## src/rtl/aes_spi_pkg.sv

```systemverilog
// Shared types and elaboration helpers for the AES SPI slave front end.
package aes_spi_pkg;

    typedef enum logic [2:0] {
        IDLE,
        LOAD,
        WAIT_CORE,
        HOLD,
        UNLOAD
    } spi_state_t;

    localparam int KEY_W_LEGAL[3] = '{128, 192, 256};

    // Counter must reach the saturation value B+K+1.
    function automatic int cnt_w(input int b, input int k);
        return $clog2(b + k + 2);
    endfunction

    function automatic bit key_w_ok(input int k);
        for (int unsigned i = 0; i < 3; i++) begin
            if (KEY_W_LEGAL[i] == k) begin
                return 1'b1;
            end
        end
        return 1'b0;
    endfunction

endpackage

```

## src/rtl/spi_edge_sync.sv

```systemverilog
// Multi-flop synchroniser for one asynchronous input, with registered
// previous value to produce single-clk rise/fall pulses.
module spi_edge_sync #(
    parameter int   SYNC_STAGES = 2,
    parameter logic RESET_VAL   = 1'b0
) (
    input  logic clk,
    input  logic reset_n,
    input  logic pin,
    output logic level,
    output logic rise,
    output logic fall
);

    logic [SYNC_STAGES-1:0] chain;
    logic                   prev;

    // Shift the raw pin through the synchroniser and remember the last synced value.
    always_ff @(posedge clk or negedge reset_n) begin
        if (!reset_n) begin
            chain <= {SYNC_STAGES{RESET_VAL}};
            prev  <= RESET_VAL;
        end else begin
            chain <= {chain[SYNC_STAGES-2:0], pin};
            prev  <= chain[SYNC_STAGES-1];
        end
    end

    assign level = chain[SYNC_STAGES-1];
    assign rise  = level & ~prev;
    assign fall  = ~level & prev;

endmodule

```

## src/rtl/aes_spi_frontend.sv

```systemverilog
// SPI mode-0 slave front end for the AES core: loads {intext,key}, starts the
// core, captures its result and shifts it back out on miso in a later frame.
module aes_spi_frontend
    import aes_spi_pkg::*;
#(
    parameter int K           = 128,
    parameter int B           = 128,
    parameter int SYNC_STAGES = 2
) (
    input  logic         clk,
    input  logic         reset_n,
    input  logic         sclk,
    input  logic         cs_n,
    input  logic         mosi,
    output logic         miso,
    output logic [K-1:0] key,
    output logic [B-1:0] intext,
    output logic         start,
    input  logic         done,
    input  logic [B-1:0] outtext,
    output logic         ready,
    output logic         frame_err
);

    localparam int             CW         = cnt_w(B, K);
    localparam logic [CW-1:0]  LOAD_LEN   = CW'(B + K);
    localparam logic [CW-1:0]  CNT_SAT    = CW'(B + K + 1);
    localparam logic [CW-1:0]  UNLOAD_LEN = CW'(B);

    generate
        if (!key_w_ok(K)) begin : g_bad_key_w
            $error("aes_spi_frontend: K=%0d is not a legal key width (128/192/256)", K);
        end
        if (SYNC_STAGES < 2) begin : g_bad_sync
            $error("aes_spi_frontend: SYNC_STAGES=%0d must be >= 2", SYNC_STAGES);
        end
    endgenerate

    logic       sclk_rise;
    logic       sclk_fall;
    logic       cs_rise;
    logic       cs_fall;
    logic       mosi_level;
    logic [1:0] unused_levels;
    logic [1:0] unused_mosi_edges;

    spi_edge_sync #(.SYNC_STAGES(SYNC_STAGES), .RESET_VAL(1'b0)) u_sync_sclk (
        .clk     (clk),
        .reset_n (reset_n),
        .pin     (sclk),
        .level   (unused_levels[0]),
        .rise    (sclk_rise),
        .fall    (sclk_fall)
    );

    // cs_n idles high, so its synchroniser resets high to avoid a false fall.
    spi_edge_sync #(.SYNC_STAGES(SYNC_STAGES), .RESET_VAL(1'b1)) u_sync_cs_n (
        .clk     (clk),
        .reset_n (reset_n),
        .pin     (cs_n),
        .level   (unused_levels[1]),
        .rise    (cs_rise),
        .fall    (cs_fall)
    );

    spi_edge_sync #(.SYNC_STAGES(SYNC_STAGES), .RESET_VAL(1'b0)) u_sync_mosi (
        .clk     (clk),
        .reset_n (reset_n),
        .pin     (mosi),
        .level   (mosi_level),
        .rise    (unused_mosi_edges[0]),
        .fall    (unused_mosi_edges[1])
    );

    spi_state_t       state;
    logic [CW-1:0]    count;
    logic [B+K-1:0]   load_sr;
    logic [B-1:0]     result;
    logic [B-1:0]     out_sr;
    logic [CW-1:0]    count_inc;

    assign count_inc = (count == CNT_SAT) ? count : count + 1'b1;

    assign key    = load_sr[K-1:0];
    assign intext = load_sr[B+K-1:K];

    // Frame FSM: bit counting, load/unload shifting, start/ready/frame_err and miso.
    // cs_n edges are tested before sclk edges so a coincident sclk edge is dropped.
    always_ff @(posedge clk or negedge reset_n) begin
        if (!reset_n) begin
            state     <= IDLE;
            count     <= '0;
            load_sr   <= '0;
            result    <= '0;
            out_sr    <= '0;
            start     <= 1'b0;
            ready     <= 1'b0;
            frame_err <= 1'b0;
            miso      <= 1'b0;
        end else begin
            start <= 1'b0;
            miso  <= 1'b0;
            unique case (state)
                IDLE, HOLD: begin
                    if (cs_fall) begin
                        count <= '0;
                        if (ready) begin
                            out_sr <= result;
                            miso   <= result[B-1];
                            state  <= UNLOAD;
                        end else begin
                            frame_err <= 1'b0;
                            state     <= LOAD;
                        end
                    end
                end
                LOAD: begin
                    if (cs_rise) begin
                        if (count == LOAD_LEN) begin
                            start <= 1'b1;
                            state <= WAIT_CORE;
                        end else begin
                            frame_err <= 1'b1;
                            state     <= IDLE;
                        end
                    end else if (sclk_rise) begin
                        load_sr <= {load_sr[B+K-2:0], mosi_level};
                        count   <= count_inc;
                    end
                end
                WAIT_CORE: begin
                    if (done) begin
                        result <= outtext;
                        ready  <= 1'b1;
                        state  <= HOLD;
                    end
                end
                UNLOAD: begin
                    if (cs_rise) begin
                        if (count >= UNLOAD_LEN) begin
                            ready <= 1'b0;
                            state <= IDLE;
                        end else begin
                            state <= HOLD;
                        end
                    end else begin
                        if (sclk_rise) begin
                            count <= count_inc;
                        end
                        // Zeros shift in behind the data, so miso reads 0 past bit B.
                        if (sclk_fall) begin
                            out_sr <= {out_sr[B-2:0], 1'b0};
                            miso   <= out_sr[B-2];
                        end else begin
                            miso   <= out_sr[B-1];
                        end
                    end
                end
                default: state <= IDLE;
            endcase
        end
    end

endmodule
```

## config.mk

```make
export PLATFORM = sky130hd
export DESIGN_NAME = aes_spi_frontend
export DESIGN_NICKNAME = d
export VERILOG_FILES = /design/src/rtl/aes_spi_pkg.sv /design/src/rtl/spi_edge_sync.sv /design/src/rtl/aes_spi_frontend.sv
export SDC_FILE = /design/constraint.sdc
export NUM_CORES = 1
export LEC_CHECK = 0
export BUFFER_PORTS_ARGS = -buffer_cell sky130_fd_sc_hd__buf_2
export CAP_MARGIN = 20
export CORE_AREA = 2 2 251 253
export DETAILED_ROUTE_END_ITERATION = 6
export DIE_AREA = 0 0 253 255
export GPL_TIMING_DRIVEN = 1
export MAX_ROUTING_LAYER = met4
export PLACE_DENSITY = 0.59
export RECOVER_POWER = 100
export SYNTH_ARGS = -nofsm -noshare
export SYNTH_HDL_FRONTEND = slang
export SYNTH_HIERARCHICAL = 1
export SYNTH_SLANG_ARGS = --single-unit
export TNS_END_PERCENT = 5
```

## constraint.sdc

```tcl
create_clock -name clk -period 2.3 [get_ports clk]
set_input_delay 0.115 -clock clk [delete_from_list [all_inputs] [get_ports clk]]
set_output_delay 0.115 -clock clk [all_outputs]
set_load 0.02 [all_outputs]
```

==> impl_metrics.prom, run 1 <==
# TYPE chip_impl_metric gauge
chip_impl_metric{name="first_pass_iters",unit=""} 4
chip_impl_metric{name="finalCritPeriodShare",unit="%"} 93.7
chip_impl_metric{name="max_capacitance_violation_total",unit=""} 0
chip_impl_metric{name="buffer_ports.inserted",unit=""} 393
chip_impl_metric{name="slew-limit-headroom",unit="%"} 12.2
chip_impl_metric{name="cts_buffers",unit=""} 59
chip_impl_info{name="setup.worst_path.start_class",value="register"} 1
chip_impl_metric{name="arrival",unit="ns"} 2.64
chip_impl_metric{name="finalWirelength",unit="mm"} 49.7
chip_impl_metric{name="worst_skew_late_latency",unit="ns"} 0.61
chip_impl_info{name="clk_root_buffer_cell",value="clkbuf_16"} 1
chip_impl_metric{name="power.ir.vdd_worst",unit="uV"} 596
chip_impl_metric{name="grt.overflow.total",unit=""} 0
chip_impl_info{name="timing_worst_setup_path_type",value="register to register"} 1
chip_impl_metric{name="final_worst_path_period_need",unit="ns"} 2.16
chip_impl_metric{name="p_total",unit="mW"} 29.0
chip_impl_info{name="cp_launch_point",value="u_sync_cs_n/prev"} 1
chip_impl_metric{name="powerDensity",unit="nW/um^2"} 1060
chip_impl_metric{name="report.final.hold_viol_count",unit=""} 0
chip_impl_metric{name="syn_to_final_growth",unit="%"} 28.0
chip_impl_metric{name="yosysWarningCount",unit=""} 6
chip_impl_info{name="endpoint_kind",value="register"} 1
chip_impl_info{name="grt_setup_unrepaired",value="no"} 1
chip_impl_metric{name="final_core_util",unit="%"} 44.2
chip_impl_metric{name="gp_congestion",unit=""} 0.804
chip_impl_metric{name="required",unit="ns"} 2.78
chip_impl_metric{name="grt_pass1_wl",unit="mm"} 77.3
chip_impl_metric{name="vias",unit=""} 13728
chip_impl_metric{name="design.final.nets",unit=""} 2200
chip_impl_info{name="cts_tree",value="done"} 1
chip_impl_metric{name="dr.first_iter.drc_count",unit=""} 755
chip_impl_metric{name="antenna_left",unit=""} 0
chip_impl_metric{name="filler_cell_count",unit=""} 5766
chip_impl_metric{name="avgRoutedWirePerCell",unit="um"} 17.1
chip_impl_metric{name="core_area",unit="sq um"} 62200
chip_impl_metric{name="n_antenna_cell",unit=""} 0
chip_impl_info{name="worstHoldPathType",value="input pin to async pin"} 1
chip_impl_metric{name="groute.usage.overall",unit="%"} 15.3
chip_impl_metric{name="row_count",unit=""} 92
chip_impl_metric{name="clock-skew-final",unit="ns"} 0.0154
chip_impl_metric{name="antenna_found_initial",unit=""} 0
chip_impl_metric{name="leakage",unit="nW"} 12.6
chip_impl_metric{name="clk_transition_reported_paths",unit="ns"} 0.06
chip_impl_metric{name="die-height",unit="um"} 255
chip_impl_metric{name="syn-mean-instance-area",unit="sq um"} 14.4
chip_impl_metric{name="initial_core_util",unit="%"} 34.5
chip_impl_metric{name="setup_total_negative_slack",unit="ns"} 0
chip_impl_metric{name="maximum_clock_insertion_buffer_count",unit=""} 3
chip_impl_metric{name="post-dp-hpwl",unit="mm"} 34.2
chip_impl_metric{name="timing_max_transition_violations_final",unit=""} 0
chip_impl_metric{name="first_global_vias",unit=""} 14183
chip_impl_metric{name="cts_resized",unit=""} 0
chip_impl_metric{name="actual_slew_at_the_worst_max_slew_pin",unit="ns"} 1.32
chip_impl_metric{name="ios",unit=""} 394
chip_impl_info{name="status",value="complete, no violations"} 1
chip_impl_metric{name="die-area",unit="sq um"} 64500
chip_impl_metric{name="clock.fmax",unit="GHz"} 0.464
chip_impl_metric{name="viasPerCell",unit=""} 4.72
chip_impl_info{name="r2r-start",value="u_sync_cs_n/prev"} 1
chip_impl_metric{name="htree_levels",unit=""} 2
chip_impl_metric{name="maximum_fanout_along_the_worst_path",unit=""} 34
chip_impl_metric{name="fraction_of_layout_instances_using_a_drive_strength_above_1",unit="%"} 31.6
chip_impl_metric{name="clock-sinks",unit=""} 536
chip_impl_metric{name="detail_route.drc_violations",unit=""} 0
chip_impl_metric{name="synthesis.instances",unit=""} 1496
chip_impl_metric{name="post_synth_instance_area",unit="sq um"} 21500
chip_impl_metric{name="die_w",unit="um"} 253
chip_impl_metric{name="grt_max_degree",unit=""} 63
chip_impl_metric{name="setup_violation_total_in_the_final_timing_report",unit=""} 0
chip_impl_metric{name="syn-num-nets",unit=""} 1633
## metrics by stage
step | area (sq um) | hold WS, ns | instances | worst slack, ns
floorplan | 21500 | -0.181 | 1496 | 0.413
global placement | 24700 | 0.151 | 2668 | 0.261
detailed placement | 24700 | 0.146 | 2668 | 0.169
CTS | 28100 | 0.0745 | 2908 | 0.176
global route | 27500 | 0.110 | 2908 | 0.0364
finish | 27500 | 0.0684 | 2908 | 0.145
## layout by cell type, fill, tap and decap left out, types with 3 or more instances in the layout
cell and count:
mux2i_1 131, nand3_1 6, nor3_1 9, bufinv_16 6, buf_12 15, clkinv_2 7, clkbuf_4 3, buf_4 11
clkbuf_1 297, dfstp_1 3, nand4_1 5, ha_1 3, clkbuf_8 12, nor2_1 3, clkinv_4 3, dlygate4sd3_1 133
o21ai_1 4, o21ai_0 133, clkbuf_16 60, nor2b_1 4, buf_2 135, mux2_2 385, dfrtp_1 533, nand2_1 137
inv_1 4, clkbuf_2 12
## worst max-delay path, cell delays in order, from the launching register on
cell and delay, ns:
dfstp_1 0.52, nor2b_1 0.05, nand2b_1 0.16, nor3_1 0.30
buf_12 0.21, buf_12 0.22, buf_12 0.18, mux2_2 0.35
## final cells by class
type	instances	area, sq um	share of cell area, %
multi-input cells	865	7450	27.1
clock inverters	20	282	1.02
well taps	799	1000	3.64
flip-flops and latches	536	13400	48.8
clock buffers	87	1720	6.27
repair buffers	596	3600	13.1
inverters	5	18.8	0.0683
## sequential cells by signal, indices dropped and copies added (netlist names), 2 cells and up
| name | flops |
|---|---|
| state | 3 |
| out_sr | 128 |
| u_sync_sclk/chain | 2 |
| load_sr | 256 |
| result | 128 |
| u_sync_cs_n/chain | 2 |
| count | 9 |
| u_sync_mosi/chain | 2 |
## repair_timing
| item | in CTS | in global routing |
|---|---|---|
| buffers inserted | 0 | 0 |
| endpoints found under the hold margin | 355 | 0 |
| hold buffers | 133 | 0 |
## path summary, 6_finish.rpt
kind | end | slack, ns | depth (start not counted)
min reg2reg | u_sync_sclk/chain[1] | 0.35 | 0
max | load_sr[231] | 0.14 | 7
max reg2reg | load_sr[231] | 0.14 | 7
min | load_sr[59] | 0.07 | 2
max in group asynchronous | result[87] | 0.49 | 3
min in group clk | u_sync_mosi/chain[0] | 0.17 | 2
## per-layer routing
metal / vias to the layer above / wire length (um) / track usage, %
li1: 6426 / - / -
met1: 6934 / 21700 / 19.3
met2: 289 / 25100 / 25.6
met3: 79 / 1820 / 2.46
met4: 0 / 1170 / 4.33
met5: - / 0 / -
## power by group
group          switching (mW)  total, mW  internal, mW
Clock                    3.83       9.67          5.84
Combinational            3.09       6.35          3.27
Sequential               1.36       13.0          11.6
(Power assumes the default switching activity.)
==> inputs of run 2 (changes only) <==
--- a/config.mk
+++ b/config.mk
@@ -7,13 +7,16 @@
 export LEC_CHECK = 0
 export BUFFER_PORTS_ARGS = -buffer_cell sky130_fd_sc_hd__buf_2
 export CAP_MARGIN = 20
+export CELL_PAD_IN_SITES_DETAIL_PLACEMENT = 1
+export CELL_PAD_IN_SITES_GLOBAL_PLACEMENT = 1
 export CORE_AREA = 2 2 251 253
 export DETAILED_ROUTE_END_ITERATION = 6
 export DIE_AREA = 0 0 253 255
 export GPL_TIMING_DRIVEN = 1
 export MAX_ROUTING_LAYER = met4
-export PLACE_DENSITY = 0.59
+export PLACE_DENSITY = 0.69
 export RECOVER_POWER = 100
+export SKIP_LAST_GASP = 1
 export SYNTH_ARGS = -nofsm -noshare
 export SYNTH_HDL_FRONTEND = slang
 export SYNTH_HIERARCHICAL = 1
==> impl_metrics.prom, run 2 (synthesis gave the netlist of run 1 again) <==
# TYPE chip_impl_metric gauge
chip_impl_info{name="status",value="complete, but fails checks"} 1
chip_impl_info{name="violations",value="capacitance limit, slew limit"} 1
chip_impl_metric{name="gp_congestion",unit=""} 0.810
chip_impl_metric{name="power.ir.vdd_worst",unit="uV"} 597
chip_impl_info{name="critical-path-slowest-cell",value="nor4b_4"} 1
chip_impl_metric{name="post_cts.repair.setup_buffers",unit=""} 0
chip_impl_metric{name="final_worst_path_period_need",unit="ns"} 2.19
chip_impl_metric{name="buffer_ports.inserted",unit=""} 393
chip_impl_metric{name="ios",unit=""} 394
chip_impl_metric{name="maximum_clock_insertion_buffer_count",unit=""} 3
chip_impl_metric{name="die_w",unit="um"} 253
chip_impl_metric{name="antenna_left",unit=""} 0
chip_impl_metric{name="die-area",unit="sq um"} 64500
chip_impl_metric{name="first_global_vias",unit=""} 15468
chip_impl_metric{name="grt.overflow.total",unit=""} 0
chip_impl_metric{name="finalWirelength",unit="mm"} 56.2
chip_impl_metric{name="antenna_found_initial",unit=""} 3
chip_impl_info{name="layout.cells.most_common",value="dfrtp_1"} 1
chip_impl_metric{name="fin_worst_hold_slack",unit="ns"} 0.157
chip_impl_info{name="clk_root_buffer_cell",value="clkbuf_16"} 1
chip_impl_metric{name="post-dp-hpwl",unit="mm"} 37.7
chip_impl_metric{name="critical-path-max-stage-delay",unit="ns"} 0.40
chip_impl_metric{name="regArea",unit="sq um"} 13400
chip_impl_info{name="top_register",value="load_sr"} 1
chip_impl_metric{name="actual_slew_at_the_worst_max_slew_pin",unit="ns"} 1.99
chip_impl_metric{name="maximum_fanout_along_the_worst_path",unit=""} 32
chip_impl_metric{name="design.final.nets",unit=""} 2202
chip_impl_metric{name="clock.fmax",unit="GHz"} 0.456
chip_impl_metric{name="dr.first_iter.drc_count",unit=""} 647
chip_impl_metric{name="worst_skew_late_latency",unit="ns"} 0.62
chip_impl_metric{name="syn_to_final_growth",unit="%"} 28.4
chip_impl_metric{name="multi_input_comb_area",unit="sq um"} 7470
chip_impl_metric{name="final_core_util",unit="%"} 44.4
chip_impl_metric{name="viasPerCell",unit=""} 4.82
chip_impl_metric{name="placed_area",unit="sq um"} 24800
chip_impl_metric{name="slew-limit-headroom",unit="%"} -32.4
chip_impl_metric{name="row_count",unit=""} 92
chip_impl_metric{name="die-height",unit="um"} 255
chip_impl_metric{name="setup_violation_total_in_the_final_timing_report",unit=""} 0
chip_impl_metric{name="leakage",unit="nW"} 12.7
chip_impl_metric{name="clock-skew-final",unit="ns"} 0.0191
chip_impl_metric{name="report.final.hold_viol_count",unit=""} 0
chip_impl_info{name="largest_registers",value="load_sr x256, out_sr x128, result x128"} 1
chip_impl_metric{name="detail_route.drc_violations",unit=""} 0
chip_impl_metric{name="grt_max_degree",unit=""} 61
chip_impl_metric{name="first_pass_iters",unit=""} 4
chip_impl_metric{name="setup_ws",unit="ns"} 0.108
chip_impl_metric{name="grt_pass1_wl",unit="mm"} 87.4
chip_impl_metric{name="arrival",unit="ns"} 2.68
chip_impl_metric{name="required",unit="ns"} 2.79
chip_impl_info{name="worstHoldPathType",value="input pin to register"} 1
chip_impl_metric{name="largest_register_ffs",unit=""} 256
chip_impl_metric{name="initial_core_util",unit="%"} 34.5
chip_impl_info{name="endpoint_kind",value="register"} 1
chip_impl_metric{name="timing_max_transition_violations_final",unit=""} 53
chip_impl_metric{name="htree_levels",unit=""} 2
chip_impl_metric{name="filler_cell_count",unit=""} 6503
chip_impl_metric{name="layout.cell_area.non_filler",unit="sq um"} 27600
chip_impl_metric{name="fraction_of_layout_instances_using_a_drive_strength_above_1",unit="%"} 32.7
chip_impl_metric{name="cts_buffers",unit=""} 58
chip_impl_metric{name="setup_total_negative_slack",unit="ns"} 0
chip_impl_metric{name="clk_transition_reported_paths",unit="ns"} 0.07
chip_impl_info{name="cells_along_the_critical_path",value="clkbuf_2, nor4b_4, buf_12, buf_6, mux2_1"} 1
chip_impl_metric{name="avgRoutedWirePerCell",unit="um"} 19.3
chip_impl_metric{name="powerDensity",unit="nW/um^2"} 1060
chip_impl_metric{name="groute.usage.overall",unit="%"} 17.5
chip_impl_metric{name="core_area",unit="sq um"} 62200
chip_impl_metric{name="vias",unit=""} 14053
chip_impl_metric{name="max_capacitance_violation_total",unit=""} 1
chip_impl_info{name="setup.worst_path.start_class",value="register"} 1
chip_impl_info{name="final_cell_mix",value="533 x dfrtp_1, 382 x mux2_2, 281 x clkbuf_1"} 1
chip_impl_metric{name="clock-sinks",unit=""} 536
chip_impl_metric{name="detailedPlace.worstSlack",unit="ns"} 0.164
chip_impl_info{name="cts_tree",value="done"} 1
chip_impl_metric{name="finalCritPeriodShare",unit="%"} 95.3
chip_impl_info{name="timing_worst_setup_path_type",value="register to register"} 1
-- run 2: changes by cell type in the layout (fill, tap and decap cells not counted), sizes merged --
cell          before  now
buf              165  173
inv                6    5
clkinv            11   14
bufinv             6    4
diode              0    3
dlymetal6s4s       1    0
clkinvlp           2    1
-- run 2: worst max-delay path, delay by kind of cell, from the launching register on --
family / cells / cell delay, ns
flip-flops: 1 / 0.38
buffers and inverters: 3 / 0.89
AND/OR/NAND/NOR: 1 / 0.40
multiplexers: 1 / 0.38
-- run 2: what timing repair did --
| action | 4_1_cts | 5_1_grt |
|---|---|---|
| resized for setup | 0 | 1 |
| endpoints found under the hold margin | 500 | 0 |
| hold buffers | 133 | 0 |
| endpoints found under the setup margin | 0 | 1 |
-- run 2: final timing paths --
path	startpoint	endpoint	slack (ns)	depth (start not counted)
max in group asynchronous	reset_n	result[40]	0.30	4
max	state[0]	result[114]	0.11	5
min reg2reg	u_sync_mosi/chain[0]	u_sync_mosi/chain[1]	0.35	0
min	mosi	u_sync_mosi/chain[0]	0.16	2
min in group asynchronous	reset_n	load_sr[241]	0.62	2
max reg2reg	state[0]	result[114]	0.11	5
-- run 2: through the flow --
step | total power, mW | cells
detailed placement | 19.9 | 2670
CTS | 29.8 | 2913
global placement | 19.5 | 2670
finish | 29.2 | 2917
global route | 31.0 | 2917
floorplan | 17.6 | 1496
-- run 2: final cells by class --
type	instances	share of cell area, %
Antenna cell	3	0.0272
Clock buffer	91	6.26
Clock inverter	19	0.799
Inverter	5	0.0681
Multi-Input combinational cell	865	27.1
Sequential cell	536	48.7
Tap cell	799	3.63
Timing Repair Buffer	599	13.5
-- run 2: per-layer routing --
layer | GRT usage [%] | wire length [um]
met5 | - | 0
met4 | 7.10 | 1930
met3 | 2.75 | 1970
met2 | 30.4 | 30100
met1 | 20.3 | 22300
-- run 2: report_power, final --
part | internal, mW | total, mW | switching [mW] | leakage [nW]
clock | 5.59 | 9.45 | 3.86 | 0.960
sequential | 11.6 | 13.0 | 1.41 | 7.07
combinational | 3.35 | 6.69 | 3.33 | 4.68
total | 20.6 | 29.2 | 8.60 | 12.7
==> inputs of run 3 (changes only) <==
--- a/config.mk
+++ b/config.mk
@@ -5,6 +5,7 @@
 export SDC_FILE = /design/constraint.sdc
 export NUM_CORES = 1
 export LEC_CHECK = 0
+export ABC_CLOCK_PERIOD_IN_PS = 2300
 export BUFFER_PORTS_ARGS = -buffer_cell sky130_fd_sc_hd__buf_2
 export CAP_MARGIN = 20
 export CELL_PAD_IN_SITES_DETAIL_PLACEMENT = 1
==> constraint.sdc (replaced) <==
create_clock -name clk -period 2.3 [get_ports clk]
set_input_delay 0.46 -clock clk [delete_from_list [all_inputs] [get_ports clk]]
set_output_delay 0.46 -clock clk [all_outputs]
set_load 0.02 [all_outputs]
==> impl_metrics.prom, run 3 (synthesis gave the netlist of run 1 again) <==
# TYPE chip_impl_metric gauge
chip_impl_metric{name="buffer_ports.inserted",unit=""} 393
chip_impl_metric{name="arrival",unit="ns"} 2.62
chip_impl_metric{name="timing_max_transition_violations_final",unit=""} 0
chip_impl_info{name="largest_registers",value="load_sr x256, out_sr x128, result x128"} 1
chip_impl_metric{name="grt_max_degree",unit=""} 106
chip_impl_metric{name="design.final.nets",unit=""} 2077
chip_impl_metric{name="clock-skew-final",unit="ns"} 0.0131
chip_impl_metric{name="setup_violation_total_in_the_final_timing_report",unit=""} 0
chip_impl_info{name="final_cell_mix",value="533 x dfrtp_1, 385 x mux2_2, 287 x clkbuf_1"} 1
chip_impl_metric{name="slew-limit-headroom",unit="%"} 26.1
chip_impl_info{name="setup.worst_path.start_class",value="register"} 1
chip_impl_metric{name="report.final.hold_viol_count",unit=""} 0
chip_impl_metric{name="fraction_of_layout_instances_using_a_drive_strength_above_1",unit="%"} 34.6
chip_impl_metric{name="fin_worst_hold_slack",unit="ns"} 0.0818
chip_impl_metric{name="final_core_util",unit="%"} 42.4
chip_impl_metric{name="filler_cell_count",unit=""} 6643
chip_impl_metric{name="gp_congestion",unit=""} 0.822
chip_impl_metric{name="power.ir.vdd_worst",unit="uV"} 557
chip_impl_metric{name="maximum_clock_insertion_buffer_count",unit=""} 3
chip_impl_metric{name="finalCritPeriodShare",unit="%"} 93.0
chip_impl_metric{name="syn_to_final_growth",unit="%"} 22.9
chip_impl_metric{name="finalWirelength",unit="mm"} 52.7
chip_impl_metric{name="post-dp-hpwl",unit="mm"} 37.5
chip_impl_metric{name="worst_skew_late_latency",unit="ns"} 0.61
chip_impl_metric{name="die_w",unit="um"} 253
chip_impl_metric{name="die-height",unit="um"} 255
chip_impl_metric{name="setup_total_negative_slack",unit="ns"} 0
chip_impl_metric{name="max_capacitance_violation_total",unit=""} 0
chip_impl_metric{name="antenna_found_initial",unit=""} 9
chip_impl_metric{name="first_global_vias",unit=""} 14396
chip_impl_metric{name="clock.fmax",unit="GHz"} 0.468
chip_impl_metric{name="viasPerCell",unit=""} 4.76
chip_impl_metric{name="placed_area",unit="sq um"} 24800
chip_impl_metric{name="grt_use_met2",unit="%"} 28.3
chip_impl_metric{name="required",unit="ns"} 2.78
chip_impl_metric{name="powerDensity",unit="nW/um^2"} 1110
chip_impl_metric{name="vias",unit=""} 13302
chip_impl_metric{name="layout.cell_area.non_filler",unit="sq um"} 26400
chip_impl_metric{name="met1_grt_util",unit="%"} 19.2
chip_impl_metric{name="grt_pass1_wl",unit="mm"} 81.9
chip_impl_metric{name="grt.overflow.total",unit=""} 0
chip_impl_info{name="clk_root_buffer_cell",value="clkbuf_16"} 1
chip_impl_info{name="endpoint_kind",value="register"} 1
chip_impl_metric{name="grt_use_met3",unit="%"} 3.05
chip_impl_metric{name="dr.first_iter.drc_count",unit=""} 639
chip_impl_metric{name="setup_ws",unit="ns"} 0.161
chip_impl_metric{name="cts_buffers",unit=""} 58
chip_impl_metric{name="largest_register_ffs",unit=""} 256
chip_impl_metric{name="avgRoutedWirePerCell",unit="um"} 18.9
chip_impl_metric{name="maximum_fanout_along_the_worst_path",unit=""} 49
chip_impl_info{name="grt_setup_unrepaired",value="no"} 1
chip_impl_metric{name="row_count",unit=""} 92
chip_impl_metric{name="final_worst_path_period_need",unit="ns"} 2.14
chip_impl_metric{name="die-area",unit="sq um"} 64500
chip_impl_metric{name="ios",unit=""} 394
chip_impl_metric{name="actual_slew_at_the_worst_max_slew_pin",unit="ns"} 1.11
chip_impl_metric{name="post_cts.repair.setup_buffers",unit=""} 0
chip_impl_metric{name="detailedPlace.worstSlack",unit="ns"} 0.203
chip_impl_metric{name="core_area",unit="sq um"} 62200
chip_impl_info{name="timing_worst_setup_path_type",value="register to register"} 1
chip_impl_metric{name="initial_core_util",unit="%"} 34.5
chip_impl_metric{name="clock-sinks",unit=""} 536
chip_impl_metric{name="regArea",unit="sq um"} 13400
chip_impl_metric{name="multi_input_comb_area",unit="sq um"} 7450
chip_impl_metric{name="groute.usage.overall",unit="%"} 16.5
chip_impl_metric{name="detail_route.drc_violations",unit=""} 0
chip_impl_info{name="status",value="complete, no violations"} 1
chip_impl_metric{name="htree_levels",unit=""} 2
chip_impl_info{name="gr-max-usage-layer",value="met2"} 1
chip_impl_info{name="cts_tree",value="done"} 1
chip_impl_metric{name="first_pass_iters",unit=""} 4
chip_impl_info{name="top_register",value="load_sr"} 1
chip_impl_metric{name="antenna_left",unit=""} 0
chip_impl_metric{name="clk_transition_reported_paths",unit="ns"} 0.06
chip_impl_info{name="worstHoldPathType",value="input pin to register"} 1
chip_impl_metric{name="leakage",unit="nW"} 12.2
chip_impl_info{name="layout.cells.most_common",value="dfrtp_1"} 1
[run 3: cell count changes in the layout (fill, tap and decap cells not counted), moves of 5 or more]
cell,change
clkbuf_2,-13
buf_6,-5
clkbuf_1,+6
diode_2,+6
dlygate4sd3_1,-129
o21ai_1,-10
buf_4,+14
o21ai_0,+10
clkinv_2,-7
[run 3: final timing paths]
check | slack, ns | from | cells past startpoint | endpoint
max | 0.16 | u_sync_cs_n/prev | 7 | out_sr[54]
min | 0.08 | outtext[123] | 2 | result[123]
max reg2reg | 0.16 | u_sync_cs_n/prev | 7 | out_sr[54]
min reg2reg | 0.35 | u_sync_sclk/chain[0] | 0 | u_sync_sclk/chain[1]
max in group asynchronous | 0.31 | reset_n | 4 | result[14]
min in group asynchronous | 0.61 | reset_n | 2 | load_sr[199]
[run 3: critical path, stage by stage, from the launching register on]
cell and delay, ns:
dfstp_2 0.53, and2b_1 0.25, nor2b_1 0.42, a32oi_4 0.20
buf_12 0.21, clkbuf_2 0.20, nand2_1 0.09, o21ai_0 0.08
[run 3: cell type report]
cell class                      count  share of cell area, %
Antenna cell                        9                 0.0854
Clock buffer                       89                   6.55
Clock inverter                     18                   1.24
Inverter                            5                 0.0711
Multi-Input combinational cell    865                   28.2
Sequential cell                   536                   50.8
Tap cell                          799                   3.79
Timing Repair Buffer              474                   9.19
[run 3: report_power, final]
part | internal, mW | leakage, nW | switching [mW]
Combinational | 3.19 | 4.11 | 3.18
Clock | 6.07 | 1.01 | 3.85
Sequential | 11.6 | 7.07 | 1.37
[run 3: per-stage QoR]
step	total power, mW	cells
floorplan	17.6	1496
global placement	19.4	2675
finish	29.3	2795
detailed placement	19.8	2675
CTS	30.0	2786
global route	31.1	2794
[run 3: timing repair]
action | 4_1_cts | 5_1_grt
hold endpoints to repair | 32 | 0
hold buffers | 4 | 0
resized for setup | 0 | 0
[run 3: routing by layer]
metal  wire length [um]  vias to the layer above
met2              27300                      240
met5                  0                        -
li1                   -                     6194
met4               1880                        0
met3               2060                      108
met1              21500                     6760
